**src/rtl/inst_fetch_unit.sv**
```systemverilog
// inst_fetch_unit: fetch PC generator, one-deep in-flight tracker and
// instruction FIFO feeding the decode stage over valid/ready.
// Optional build macro FETCH_PERF_CNT_EN adds push/flush perf counters.
module inst_fetch_unit #(
  parameter int unsigned     XLEN     = 32,
  parameter int unsigned     DEPTH    = 4,
  parameter logic [XLEN-1:0] RESET_PC = '0
) (
  input  logic                   clk,
  input  logic                   reset,
  output logic                   imem_req,
  output logic [XLEN-1:0]        imem_addr,
  input  logic [XLEN-1:0]        imem_rdata,
  output logic                   inst_valid,
  input  logic                   inst_ready,
  output logic [XLEN-1:0]        inst_out,
  output logic [XLEN-1:0]        inst_pc,
  input  logic                   redirect_valid,
  input  logic [XLEN-1:0]        redirect_pc,
  input  logic                   halt,
  output logic                   is_halted,
`ifdef FETCH_PERF_CNT_EN
  output logic [$clog2(DEPTH):0] occupancy,
  output logic [31:0]            perf_fetched,
  output logic [31:0]            perf_flushed
`else
  output logic [$clog2(DEPTH):0] occupancy
`endif
);
  localparam int AW = $clog2(DEPTH);
  localparam int CW = AW + 1;

  logic [XLEN-1:0]            fetch_pc_q, fetch_pc_d;
  logic [XLEN-1:0]            issued_pc_q;
  logic                       in_flight_q;
  logic                       halt_sticky_q;
  logic [CW-1:0]              count_q, count_d;
  logic [AW-1:0]              rd_ptr_q, wr_ptr_q;
  logic [DEPTH-1:0][XLEN-1:0] inst_mem_q, pc_mem_q;
  logic                       room, push, pop;

  // Target low bits are dropped: fetch is always word aligned.
  logic unused_rpc_lsb;
  assign unused_rpc_lsb = ^redirect_pc[1:0];

  // Per-cycle request / push / pop decisions and next PC / count
  always_comb begin
    room       = (32'(count_q) + 32'(in_flight_q)) < DEPTH;
    imem_req   = !reset && !halt_sticky_q && !halt && !redirect_valid && room;
    inst_valid = (count_q != '0) && !redirect_valid;
    // A response landing in a redirect cycle belongs to the old path.
    push       = in_flight_q && !redirect_valid;
    pop        = inst_valid && inst_ready;

    count_d = count_q;
    if (redirect_valid)    count_d = '0;
    else if (push && !pop) count_d = count_q + CW'(1);
    else if (pop && !push) count_d = count_q - CW'(1);

    fetch_pc_d = fetch_pc_q;
    if (redirect_valid) fetch_pc_d = {redirect_pc[XLEN-1:2], 2'b00};
    else if (imem_req)  fetch_pc_d = fetch_pc_q + XLEN'(4);
  end

  assign imem_addr = fetch_pc_q;
  assign inst_out  = inst_mem_q[rd_ptr_q];
  assign inst_pc   = pc_mem_q[rd_ptr_q];
  assign occupancy = count_q;
  assign is_halted = halt_sticky_q && (count_q == '0) && !in_flight_q;

  // Fetch PC, in-flight tracker and sticky halt
  always_ff @(posedge clk or posedge reset) begin
    if (reset) begin
      fetch_pc_q    <= RESET_PC;
      issued_pc_q   <= '0;
      in_flight_q   <= 1'b0;
      halt_sticky_q <= 1'b0;
    end else begin
      fetch_pc_q  <= fetch_pc_d;
      in_flight_q <= imem_req;
      if (imem_req) issued_pc_q <= fetch_pc_q;
      if (halt)     halt_sticky_q <= 1'b1;
    end
  end

  // FIFO storage and pointers; a redirect flushes by rewinding both pointers
  always_ff @(posedge clk or posedge reset) begin
    if (reset) begin
      count_q    <= '0;
      rd_ptr_q   <= '0;
      wr_ptr_q   <= '0;
      inst_mem_q <= '0;
      pc_mem_q   <= '0;
    end else begin
      count_q <= count_d;
      if (redirect_valid) begin
        rd_ptr_q <= '0;
        wr_ptr_q <= '0;
      end else begin
        if (push) begin
          inst_mem_q[wr_ptr_q] <= imem_rdata;
          pc_mem_q[wr_ptr_q]   <= issued_pc_q;
          wr_ptr_q             <= wr_ptr_q + AW'(1);
        end
        if (pop) rd_ptr_q <= rd_ptr_q + AW'(1);
      end
    end
  end

`ifdef FETCH_PERF_CNT_EN
  logic [31:0] perf_fetched_q, perf_flushed_q;

  // Count FIFO pushes and every entry (queued or arriving) a redirect discards
  always_ff @(posedge clk or posedge reset) begin
    if (reset) begin
      perf_fetched_q <= '0;
      perf_flushed_q <= '0;
    end else begin
      if (push)           perf_fetched_q <= perf_fetched_q + 32'd1;
      if (redirect_valid) perf_flushed_q <= perf_flushed_q + 32'(count_q) + 32'(in_flight_q);
    end
  end

  assign perf_fetched = perf_fetched_q;
  assign perf_flushed = perf_flushed_q;
`endif

endmodule

```
**config.mk**
```make
export PLATFORM = sky130hd
export DESIGN_NAME = inst_fetch_unit
export DESIGN_NICKNAME = d
export VERILOG_FILES = /design/src/rtl/inst_fetch_unit.sv
export SDC_FILE = /design/constraint.sdc
export NUM_CORES = 1
export LEC_CHECK = 0
export CAP_MARGIN = 10
export CORE_ASPECT_RATIO = 1.2
export CORE_MARGIN = 10
export CORE_UTILIZATION = 50
export CTS_BUF_LIST = sky130_fd_sc_hd__clkbuf_16
export DETAILED_ROUTE_END_ITERATION = 10
export PLACE_DENSITY_LB_ADDON = 0.08
export SYNTH_ARGS = -nofsm -noshare
export SYNTH_HDL_FRONTEND = slang
export SYNTH_SLANG_ARGS = --single-unit
```
**constraint.sdc**
```tcl
create_clock -name clk -period 10.1 [get_ports clk]
set_input_delay 2.02 -clock clk [delete_from_list [all_inputs] [get_ports clk]]
set_output_delay 2.02 -clock clk [all_outputs]
set_load 0.05 [all_outputs]
```
Yosys cells after proc, flatten, opt, wreduce, memory -nomap -nowiden
Cells that the tools add are included.
W data, S select, Z words.
{"block": "totals", "ff_bits": 329, "in_bits": 69}
{"block": "op_classes", "add_sub_neg": 6, "order_cmp": 4, "n_mux": 17, "bitwise_logic": 1, "reduce_logical": 26}
{"operator": "$bwmux W128", "n": 2}
{"operator": "$mux W32", "n": 5}
{"operator": "$bmux W32 S2", "n": 2}
{"operator": "$demux W32 S2", "n": 1}
{"operator": "$add A32 B3 Y32 const B", "n": 1}
{"operator": "$logic_and A1 B1 Y1", "n": 12}
{"operator": "$mux W3", "n": 3}
{"operator": "$mux W2", "n": 4}
{"operator": "$logic_not A1 Y1", "n": 7}
{"operator": "$lt A2 B3 Y1 const B", "n": 2}
{"operator": "$reduce_bool A2 Y1", "n": 3}
{"operator": "$reduce_bool A3 Y1", "n": 2}
{"operator": "$add A2 B1 Y2 const B", "n": 2}
{"operator": "$add A3 B1 Y4", "n": 1}
{"operator": "$lt A4 B3 Y1 const B", "n": 1}
{"operator": "$add A3 B1 Y3 const B", "n": 1}
{"operator": "$logic_not A3 Y1", "n": 1}
{"operator": "$sub A3 B1 Y3 const B", "n": 1}
{"operator": "$ge A2 B1 Y1 const B", "n": 1}
{"operator": "$reduce_and A2 Y1", "n": 1}
{"operator": "$not A1 Y1", "n": 1}

Depth between registers and ports, before layout
Gate-level depths: netlist of run 1.
{"block": "depth", "depth_word": 7, "ltp_mapped": 7, "depth_no_buf": 6}

Least setup slack after synthesis of run 1
OpenSTA, ideal clock, no wires.
{"block": "synth_path", "path_kind": "in2out", "startpoint": "input port reset", "endpoint": "output port imem_req", "t_arrival_ps": 3183, "slack_ps": 4897, "path_stages": 3, "path_cell_list": "or4_4 nor3_2 buf_2"}
{"block": "synth_between", "elab_chain_len": 5}
{"item": "start, declared", "line_no": "10", "source": "input logic reset,"}
{"item": "$logic_not A1 Y1 (no source line)"}
{"item": "$logic_and A1 B1 Y1 (4 in series)", "line_no": "49", "source": "imem_req = !reset && !halt_sticky_q && !halt && !redirect_valid && room;"}
{"item": "end, declared", "line_no": "11", "source": "output logic imem_req,"}
No other way between the ends.

Worst setup path after layout of run 1
Ends and elaborated chain as after synthesis.

==> results of run 1 <==
-- Yosys cell counts (2+ instances only) --
cell and n:
nand3_1 14, nand2b_1 2, mux2i_1 4, buf_2 10, buf_1 2, xnor2_1 14
or4_1 2, and3b_1 2, nor2b_1 2, nor4_1 3, clkbuf_1 39, nor2_1 13
inv_1 8, o21ai_0 18, ha_1 5, nand2_1 42, nand4_1 10, nor3_1 6
and3_1 4, xor2_1 17, mux2_2 280, dfrtp_1 317, and4_1 4, mux4_2 62
o21ai_1 6, buf_4 4
-- final cells by class --
cell class	instances	area, µm²	area share
Tap cell	374	468	0.0276
Clock buffer	37	926	0.0546
Sequential cell	317	7940	0.468
Clock inverter	19	98.8	0.00583
Inverter	8	33.8	0.00199
Multi-Input combinational cell	532	5790	0.342
Timing Repair Buffer	170	1690	0.0999
-- cell families after synthesis --
| kind of cell | Yosys count | synth area share |
|---|---|---|
| AO/OA/AOI/OAI | 30 | 0.0120 |
| XOR/XNOR | 31 | 0.0195 |
| adder cells (fa/ha/maj) | 6 | 0.00592 |
| buffers and inverters | 63 | 0.0189 |
| flip-flops | 317 | 0.569 |
| multiplexers | 347 | 0.330 |
| other | 1 | 0.000269 |
| AND/OR/NAND/NOR | 114 | 0.0442 |
-- per-stage QoR --
stage | cells | total power, W | hold slack, ns | utilization | worst slack (ns)
6_report | 1457 | 0.00286 | 0.498 | 0.620 | 3.89
5_1_grt | 1457 | 0.00298 | 0.506 | 0.620 | 3.84
4_1_cts | 1457 | 0.00290 | 0.500 | 0.620 | 3.87
3_5_place_dp | 1401 | 0.00174 | 0.487 | 0.583 | 3.87
3_3_place_gp | 1401 | 0.00173 | 0.482 | 0.583 | 3.88
2_1_floorplan | 912 | 0.00160 | 0.474 | - | 3.86
-- worst register-to-register path, cell delays in order (launching register included) --
cell and delay [ns]:
dfrtp_1 0.63, nor2b_1 0.72, nand2_4 0.79, mux2_2 0.59
-- sequential cells by signal (all words and copies together) (netlist names) --
signal         flops
pc_mem_q         120
occupancy          3
in_flight_q        1
halt_sticky_q      1
rd_ptr_q           2
inst_mem_q       128
issued_pc_q       30
wr_ptr_q           2
imem_addr         30
-- worst paths after layout --
| check | startpoint | endpoint | slack [ns] | cells after the start |
|---|---|---|---|---|
| setup / recovery | reset | imem_req | 3.89 | 4 |
| hold reg to reg | inst_mem_q[76]$_DFFE_PP0P_ | inst_mem_q[76]$_DFFE_PP0P_ | 0.50 | 1 |
| max in group asynchronous | reset | pc_mem_q[26]$_DFFE_PP0P_ | 6.25 | 4 |
| hold / removal | inst_mem_q[76]$_DFFE_PP0P_ | inst_mem_q[76]$_DFFE_PP0P_ | 0.50 | 1 |
| setup reg to reg | in_flight_q$_DFF_PP0_ | inst_mem_q[81]$_DFFE_PP0P_ | 7.24 | 3 |
| min in group asynchronous | reset | halt_sticky_q$_DFFE_PP0P_ | 1.99 | 2 |
-- routing by layer --
layer	global-route usage	routed length (µm)
met5	0	0
met4	0.0493	687
met3	0.0425	1710
met2	0.285	14600
met1	0.239	13600
-- power groups by stage --
stage               registers [W]  clock network, W  logic, W
floorplan                 0.00139                 0  0.000211
global placement          0.00138                 0  0.000351
detailed placement        0.00138                 0  0.000351
CTS                       0.00136           0.00119  0.000353
global route              0.00137           0.00124  0.000372
finish                    0.00136           0.00115  0.000345
==> run summary, run 1 <==
crit start category = input port
die area = 35000 µm²
worst endpoint required time = 8.08 ns
sequential group share of total power = 0.476
core region area = 27300 µm²
Worst Tran Pin Value = 1.12 ns
Peak VDD IR = 181 µV
synthesis-stage register bit count = 317
RSZ-0062 raised after global routing = no
Sw Pwr = 0.000740 W
sequential share of the synthesized area = 0.569
delay-heaviest family, CP = buffers and inverters
post-route cell area = 17000 µm²
most common cell after layout, fill and taps aside = dfrtp_1
Total GRT Usage = 0.179
Async SR Flop Fraction = 1.00
DR iter-0 viols = 526
gr ovfl total = 0
critical path arrival = 4.19 ns
outcome = finished clean
CP Buf/Inv Count = 2
Mapped Area = 13900 µm²
n_diodes = 0
chip width = 172 µm
cts bufs inserted = 34
Final Max Slew Viols = 0
final period utilization = 0.614
IO Pins = 171
critical-path cell list = clkdlybuf4s50_1 -> or4_4 -> nor3_4 -> clkdlybuf4s50_1
placed instance area = 15900 µm²
first-pass iteration count of the detailed router = 4
Clk Latency, worst-skew pair = 0.51 ns
clock root cell = clkbuf_16
PD cells = 169 nW/µm²
vias post-DR = 8058
largest area contributor in the netlist = dfrtp_1
combinational share of power = 0.121
Final Hold Fails = 0
largest net degree at the start of global routing = 170
total of warnings raised by yosys = 0
# rows = 66
Final Skew = 0.0208 ns
TritonCTS clock tree = done
CP peak stage delay = 0.84 ns
setup bufs post-CTS = 0
final wirelength = 30600 µm
Syn Area/Cell = 15.3 µm²
Max Clock Freq = 161 MHz
EDFF count, synth = 0
first-pass GRT wire length = 49600 µm
Final GP Congestion = 0.750
IO buf count = 164
initial antenna violation count = 0
post-CTS resize count = 0
top-area cell type share of the netlist area = 0.569
WL/cell = 21.0 µm
Reg clk slew, reported paths = 0.06 ns
Longest Clk Path Bufs = 3
Starting Density = 0.510
ys flop type = dfrtp_1
setup TNS = 0 ns
most frequent cells in the layout = dfrtp_1, mux2_2, clkdlybuf4s50_1
Setup violations, final = 0
internal power = 0.00212 W
slowest CP cell = clkdlybuf4s50_1
switching portion of total power = 0.259
Die H = 203 µm
Slew HR = 0.252
Max Cap Viol = 0
HP Class = reg2reg
fill count = 2093
Via density = 5.53
layout cells sized above 1 = 0.369
Synth area leaders = dfrtp_1, mux2_2, mux4_2, nand2_1, xor2_1
Max FO, Critical Path = 3
most frequent CP cell = clkdlybuf4s50_1
Critical Path End Type = output port
critical path class = in2out
final antenna-violating net count = 0
drt drc = 0
number of global-route vias before repair = 8766
Layout Nets = 1138
hold_buf cts = 0
synth unique cells = 45
Layout area overhead = 21.6%
CTS sink count = 317
Final HPWL DP = 18100 µm
Syn Inst Count = 909
Leak Pwr = 7.99 nW
post-layout min period = 6.21 ns
H-tree depth = 2
Clock Power Share = 0.404
Note: power is estimated with default switching activity, not from simulation.
==> inputs of run 2 (changes only) <==
Clock period 10.1 ns to 5.4 ns, I/O delays scaled along.
==> run 2 against run 1 <==
Sequential share of layout area about the same. Routed wire length fell by 1.0%. Count of clock-buffer cells in the layout is 2 lower. Clock skew increased by 0.0022 ns. Critical path depth unchanged. Via count up 0.50%. Non-clock buffer count down 1. Sequential cell count did not move. Register-to-register slack got worse by 4.7 ns. Clock power grew 85%. First-iteration DRC count shrank 15%.
==> run summary, run 2 (synthesis gave the netlist of run 1 again) <==
Die H = 203 µm (unchanged)
hold path depth = 1 (unchanged)
most frequent cells in the layout = dfrtp_1, mux2_2, clkdlybuf4s50_1
# rows = 66 (unchanged)
Slew HR = 0.253 (+0.00123)
Leak Pwr = 7.98 nW (-0.15%)
worst endpoint required time = 4.32 ns (-3.76 ns)
Starting Density = 0.510 (unchanged)
final wirelength = 30300 µm (-1.0%)
H-tree depth = 2 (unchanged)
Final Skew = 0.0230 ns (+0.00223 ns)
Critical Path End Type = output port
IO Pins = 171 (unchanged)
Peak VDD IR = 268 µV (+48%)
RSZ-0062 raised after global routing = no
hold_buf cts = 0 (unchanged)
IO buf count = 164 (unchanged)
placed instance area = 15900 µm² (+0.11%)
number of global-route vias before repair = 8584 (-2.1%)
gr ovfl total = 0 (unchanged)
post-route cell area = 17000 µm² (about the same)
final antenna-violating net count = 0 (unchanged)
Max Cap Viol = 0 (unchanged)
post-layout util = 0.620 (about the same)
max reg flops = 128 (unchanged)
TritonCTS clock tree = done
Final Hold Fails = 0 (unchanged)
DR iter-0 viols = 447 (-15%)
critical path arrival = 3.23 ns (-0.96 ns)
Largest Register = inst_mem_q
Clk Latency, worst-skew pair = 0.50 ns (about the same)
drt drc = 0 (unchanged)
crit start category = input port
first-pass iteration count of the detailed router = 4 (unchanged)
Layout Nets = 1137 (-0.088%)
chip width = 172 µm (unchanged)
post-layout min period = 4.31 ns
Max FO, Critical Path = 3 (unchanged)
initial antenna violation count = 0 (unchanged)
n_diodes = 0 (unchanged)
final period utilization = 0.798
CTS sink count = 317 (unchanged)
PD cells = 314 nW/µm² (+86%)
R2R depth = 3 (unchanged)
most common cell after layout, fill and taps aside = dfrtp_1
Layout area overhead = 21.7% (about the same)
vias post-DR = 8098 (+0.50%)
Total GRT Usage = 0.175 (-0.00313)
critical path class = in2out
setup TNS = 0 ns (unchanged)
Final GP Congestion = 0.730 (-2.7%)
cts bufs inserted = 34 (unchanged)
core region area = 27300 µm² (unchanged)
Reg clk slew, reported paths = 0.06 ns (about the same)
Via density = 5.55 (+0.36%)
HP Class = reg2reg
Max Clock Freq = 232 MHz
biggest regs = inst_mem_q: 128 flops, pc_mem_q: 120 flops
largest net degree at the start of global routing = 201 (+18%)
Final HPWL DP = 17900 µm (-1.5%)
clock root cell = clkbuf_16
Final Max Slew Viols = 0 (unchanged)
WL/cell = 20.8 µm (-1.1%)
setup bufs post-CTS = 0 (unchanged)
first-pass GRT wire length = 48700 µm (-1.9%)
fill count = 2110 (+0.81%)
outcome = finished clean
post-CTS resize count = 0 (unchanged)
die area = 35000 µm² (unchanged)
Setup violations, final = 0 (unchanged)
layout cells sized above 1 = 0.372 (+0.00301)
Longest Clk Path Bufs = 3 (unchanged)
Worst Tran Pin Value = 1.12 ns (-0.00184 ns)
## run 2: changes by cell type in the layout (fill, tap and decap cells not counted)
cell,before,now
clkinv_1,8,7
clkbuf_16,37,35
inv_6,0,1
buf_12,1,3
inv_1,16,15
clkinvlp_4,1,4
buf_4,5,2
clkinv_2,1,4
## run 2: path summary, 6_finish.rpt
check                                      startpoint                           to  slack, ns
max                                             reset                     imem_req       1.09
min                        inst_mem_q[86]$_DFFE_PP0P_   inst_mem_q[86]$_DFFE_PP0P_       0.50
max reg2reg                     in_flight_q$_DFF_PP0_     pc_mem_q[88]$_DFFE_PP0P_       2.55
min reg2reg                inst_mem_q[86]$_DFFE_PP0P_   inst_mem_q[86]$_DFFE_PP0P_       0.50
max in group asynchronous                       reset  inst_mem_q[108]$_DFFE_PP0P_       3.25
min in group asynchronous                       reset     imem_addr[7]$_DFFE_PP0P_       1.20
## run 2: worst max-delay path, stage by stage
cell             delay [ns]
clkdlybuf4s50_1        0.48
or4_4                  0.59
nor3_4                 0.23
clkdlybuf4s50_1        0.84
## run 2: per-stage QoR
stage	setup slack (ns)	std cells	hold WS, ns	power (W)
6_report	1.09	1459	0.499	0.00532
3_3_place_gp	1.07	1400	0.482	0.00325
2_1_floorplan	0.0952	912	0.474	0.00300
5_1_grt	1.03	1459	0.505	0.00555
3_5_place_dp	1.06	1400	0.487	0.00325
4_1_cts	1.06	1459	0.501	0.00540
## run 2: area by class of cell
| type | instances | area (µm²) | share of cell area |
|---|---|---|---|
| clock buffer | 35 | 876 | 0.0517 |
| clock inverter | 24 | 138 | 0.00812 |
| inverter | 8 | 33.8 | 0.00199 |
| multi-input combinational | 532 | 5790 | 0.341 |
| timing repair buffer | 169 | 1710 | 0.101 |
| sequential | 317 | 7940 | 0.468 |
| tap | 374 | 468 | 0.0276 |
## run 2: routing by layer
layer | global-route usage | vias up | share of wire
li1 | - | 3643 | -
met1 | 0.235 | 4250 | 0.44
met2 | 0.280 | 169 | 0.48
met3 | 0.0444 | 36 | 0.060
met4 | 0.0410 | 0 | 0.016
met5 | 0 | - | 0
## run 2: report_power, final
group | switching, W | total, W | internal, W
combinational | 0.000376 | 0.000656 | 0.000280
sequential | 0.000112 | 0.00254 | 0.00243
clock | 0.000909 | 0.00213 | 0.00122
==> inputs of run 3 (changes only) <==
Clock period 5.4 ns to 3.7 ns, I/O delays scaled along.
==> run 3 against run 2 <==
Worst setup slack got worse by 0.89 ns. First-iteration DRC count increased by 0.22%. Register-to-register slack got worse by 1.2 ns. Largest cell class unchanged. Highest routed layer unchanged.
==> run summary, run 3 (synthesis gave the netlist of run 1 again) <==
setup TNS = 0 ns (unchanged)
Hold EP = inst_mem_q[70]$_DFFE_PP0P_
internal power = 0.00590 W (+50%)
most common cell after layout, fill and taps aside = dfrtp_1
reg2reg end = issued_pc_q[20]$_DFFE_PP0P_
Clock Power Share = 0.410 (+0.010)
Layout area overhead = 24.1%
final period utilization = 0.946
met3 WL = 1760 µm (-4.0%)
worst endpoint required time = 2.96 ns (-1.36 ns)
Critical Path End Type = output port
switching portion of total power = 0.258 (-0.00463)
Final Skew = 0.0162 ns (-0.00685 ns)
fill count = 2103 (-0.33%)
n_diodes = 0 (unchanged)
Final HPWL DP = 20200 µm (+13%)
initial antenna violation count = 0 (unchanged)
delay-heaviest family, CP = buffers and inverters
PD cells = 460 nW/µm² (+46%)
CP peak stage delay = 0.74 ns (-0.10 ns)
die area = 35000 µm² (unchanged)
core region area = 27300 µm² (unchanged)
max reg flops = 128 (unchanged)
DR WL met2 = 15200 µm (+4.2%)
most frequent cells in the layout = dfrtp_1, mux2_2, clkdlybuf4s50_1
Setup violations, final = 0 (unchanged)
number of global-route vias before repair = 8946 (+4.2%)
Starting Density = 0.510 (unchanged)
IO buf count = 164 (unchanged)
WL/cell = 20.8 µm (about the same)
outcome = finished clean
hold_buf cts = 0 (unchanged)
RSZ-0062 raised after global routing = no
H-tree depth = 2 (unchanged)
setup bufs post-CTS = 0 (unchanged)
cts bufs inserted = 34 (unchanged)
gr ovfl total = 0 (unchanged)
Layout Nets = 1161 (+2.1%)
slowest CP cell = clkdlybuf4s50_1
Final Hold Fails = 0 (unchanged)
wire length on met1 = 13400 µm (-0.19%)
hold path depth = 1 (unchanged)
Sw Pwr = 0.00205 W (+47%)
Top Layer Used = met4
Final GP Congestion = 0.743 (+1.8%)
crit start category = flop
CP Buf/Inv Count = 2 (unchanged)
final antenna-violating net count = 0 (unchanged)
layout cells sized above 1 = 0.386 (+0.0141)
Leak Pwr = 8.19 nW (+2.6%)
Longest Clk Path Bufs = 3 (unchanged)
critical path arrival = 2.76 ns (-0.47 ns)
drt drc = 0 (unchanged)
multi-input logic area = 5790 µm² (unchanged)
TritonCTS clock tree = done
HP Class = reg2reg
reg-to-reg setup timing slack = 1.39 ns (-1.16 ns)
Via density = 5.50 (-0.85%)
R2R depth = 4 (+1)
sequential group share of total power = 0.461 (-0.016)
post-CTS resize count = 0 (unchanged)
Total GRT Usage = 0.180 (+0.00493)
Reg-to-Reg Start = occupancy[2]$_DFFE_PP0P_
largest net degree at the start of global routing = 75 (-63%)
post-layout min period = 3.50 ns
Die H = 203 µm (unchanged)
first-pass GRT wire length = 50200 µm (+3.2%)
CTS sink count = 317 (unchanged)
IO Pins = 171 (unchanged)
HP Start = inst_mem_q[70]$_DFFE_PP0P_
Storage cell area = 7940 µm² (unchanged)
Reg clk slew, reported paths = 0.06 ns (about the same)
Slew HR = 0.454 (+0.201)
post-route cell area = 17300 µm² (+2.0%)
critical-path cell list = buf_12 -> mux4_2 -> clkdlybuf4s50_1
Max Cap Viol = 0 (unchanged)
DR iter-0 viols = 448 (+0.22%)
# rows = 66 (unchanged)
clock root cell = clkbuf_16
Max FO, Critical Path = 27 (+24)
Largest Register = inst_mem_q
combinational share of power = 0.129 (+0.006)
biggest regs = inst_mem_q: 128 flops, pc_mem_q: 120 flops
Peak VDD IR = 457 µV (+70%)
first-pass iteration count of the detailed router = 4 (unchanged)
vias post-DR = 8167 (+0.85%)
Clk Latency, worst-skew pair = 0.51 ns (about the same)
final wirelength = 30800 µm (+1.7%)
critical path class = reg2out
chip width = 172 µm (unchanged)
Worst Tran Pin Value = 0.812 ns (-0.309 ns)
Max Clock Freq = 286 MHz
placed instance area = 16200 µm² (+1.7%)
Final Max Slew Viols = 0 (unchanged)
==> run 3: worst max-delay path by stage <==
| stage | slack, ns | cells after the start | startpoint | endpoint |
|---|---|---|---|---|
| after floorplan | -1.26 | 1 | reset | halt_sticky_q$_DFFE_PP0P_ |
| after global placement | 0.64 | 7 | reset | imem_addr[30]$_DFFE_PP0P_ |
| after detailed placement | 0.62 | 5 | reset | issued_pc_q[17]$_DFFE_PP0P_ |
| after CTS | 0.12 | 3 | rd_ptr_q[0]$_DFFE_PP0P_ | inst_pc[7] |
| after global routing | 0.05 | 3 | rd_ptr_q[0]$_DFFE_PP0P_ | inst_pc[7] |
| final | 0.20 | 3 | rd_ptr_q[0]$_DFFE_PP0P_ | inst_pc[7] |
==> run 3: layer usage <==
layer,track usage,vias to the layer above
li1,-,3687
met1,0.237,4274
met2,0.297,171
met3,0.0429,35
met4,0.0401,0
met5,0,-
==> run 3: through the flow <==
step	instances	setup WS [ns]	util	hold slack (ns)	total power [W]
finish	1484	0.199	0.633	0.498	0.00795
global route	1484	0.0518	0.633	0.505	0.00828
CTS	1484	0.123	0.633	0.501	0.00806
detailed placement	1424	0.620	0.593	0.488	0.00477
global placement	1424	0.635	0.593	0.481	0.00477
floorplan	912	-1.26	-	0.474	0.00438
==> run 3: final cells by class <==
cell class                 count  area share
timing repair buffer         193       0.115
tap                          374      0.0271
sequential                   317       0.459
inverter                       8     0.00195
clock buffer                  37      0.0535
clock inverter                23     0.00868
multi-input combinational    532       0.335
==> run 3: power groups by stage <==
stage                     logic (W)  registers [W]  clock network (W)
after floorplan            0.000576        0.00380                  0
after global placement      0.00104        0.00373                  0
after detailed placement    0.00104        0.00373                  0
after CTS                   0.00105        0.00367            0.00334
after global routing        0.00111        0.00368            0.00349
final                       0.00102        0.00367            0.00326
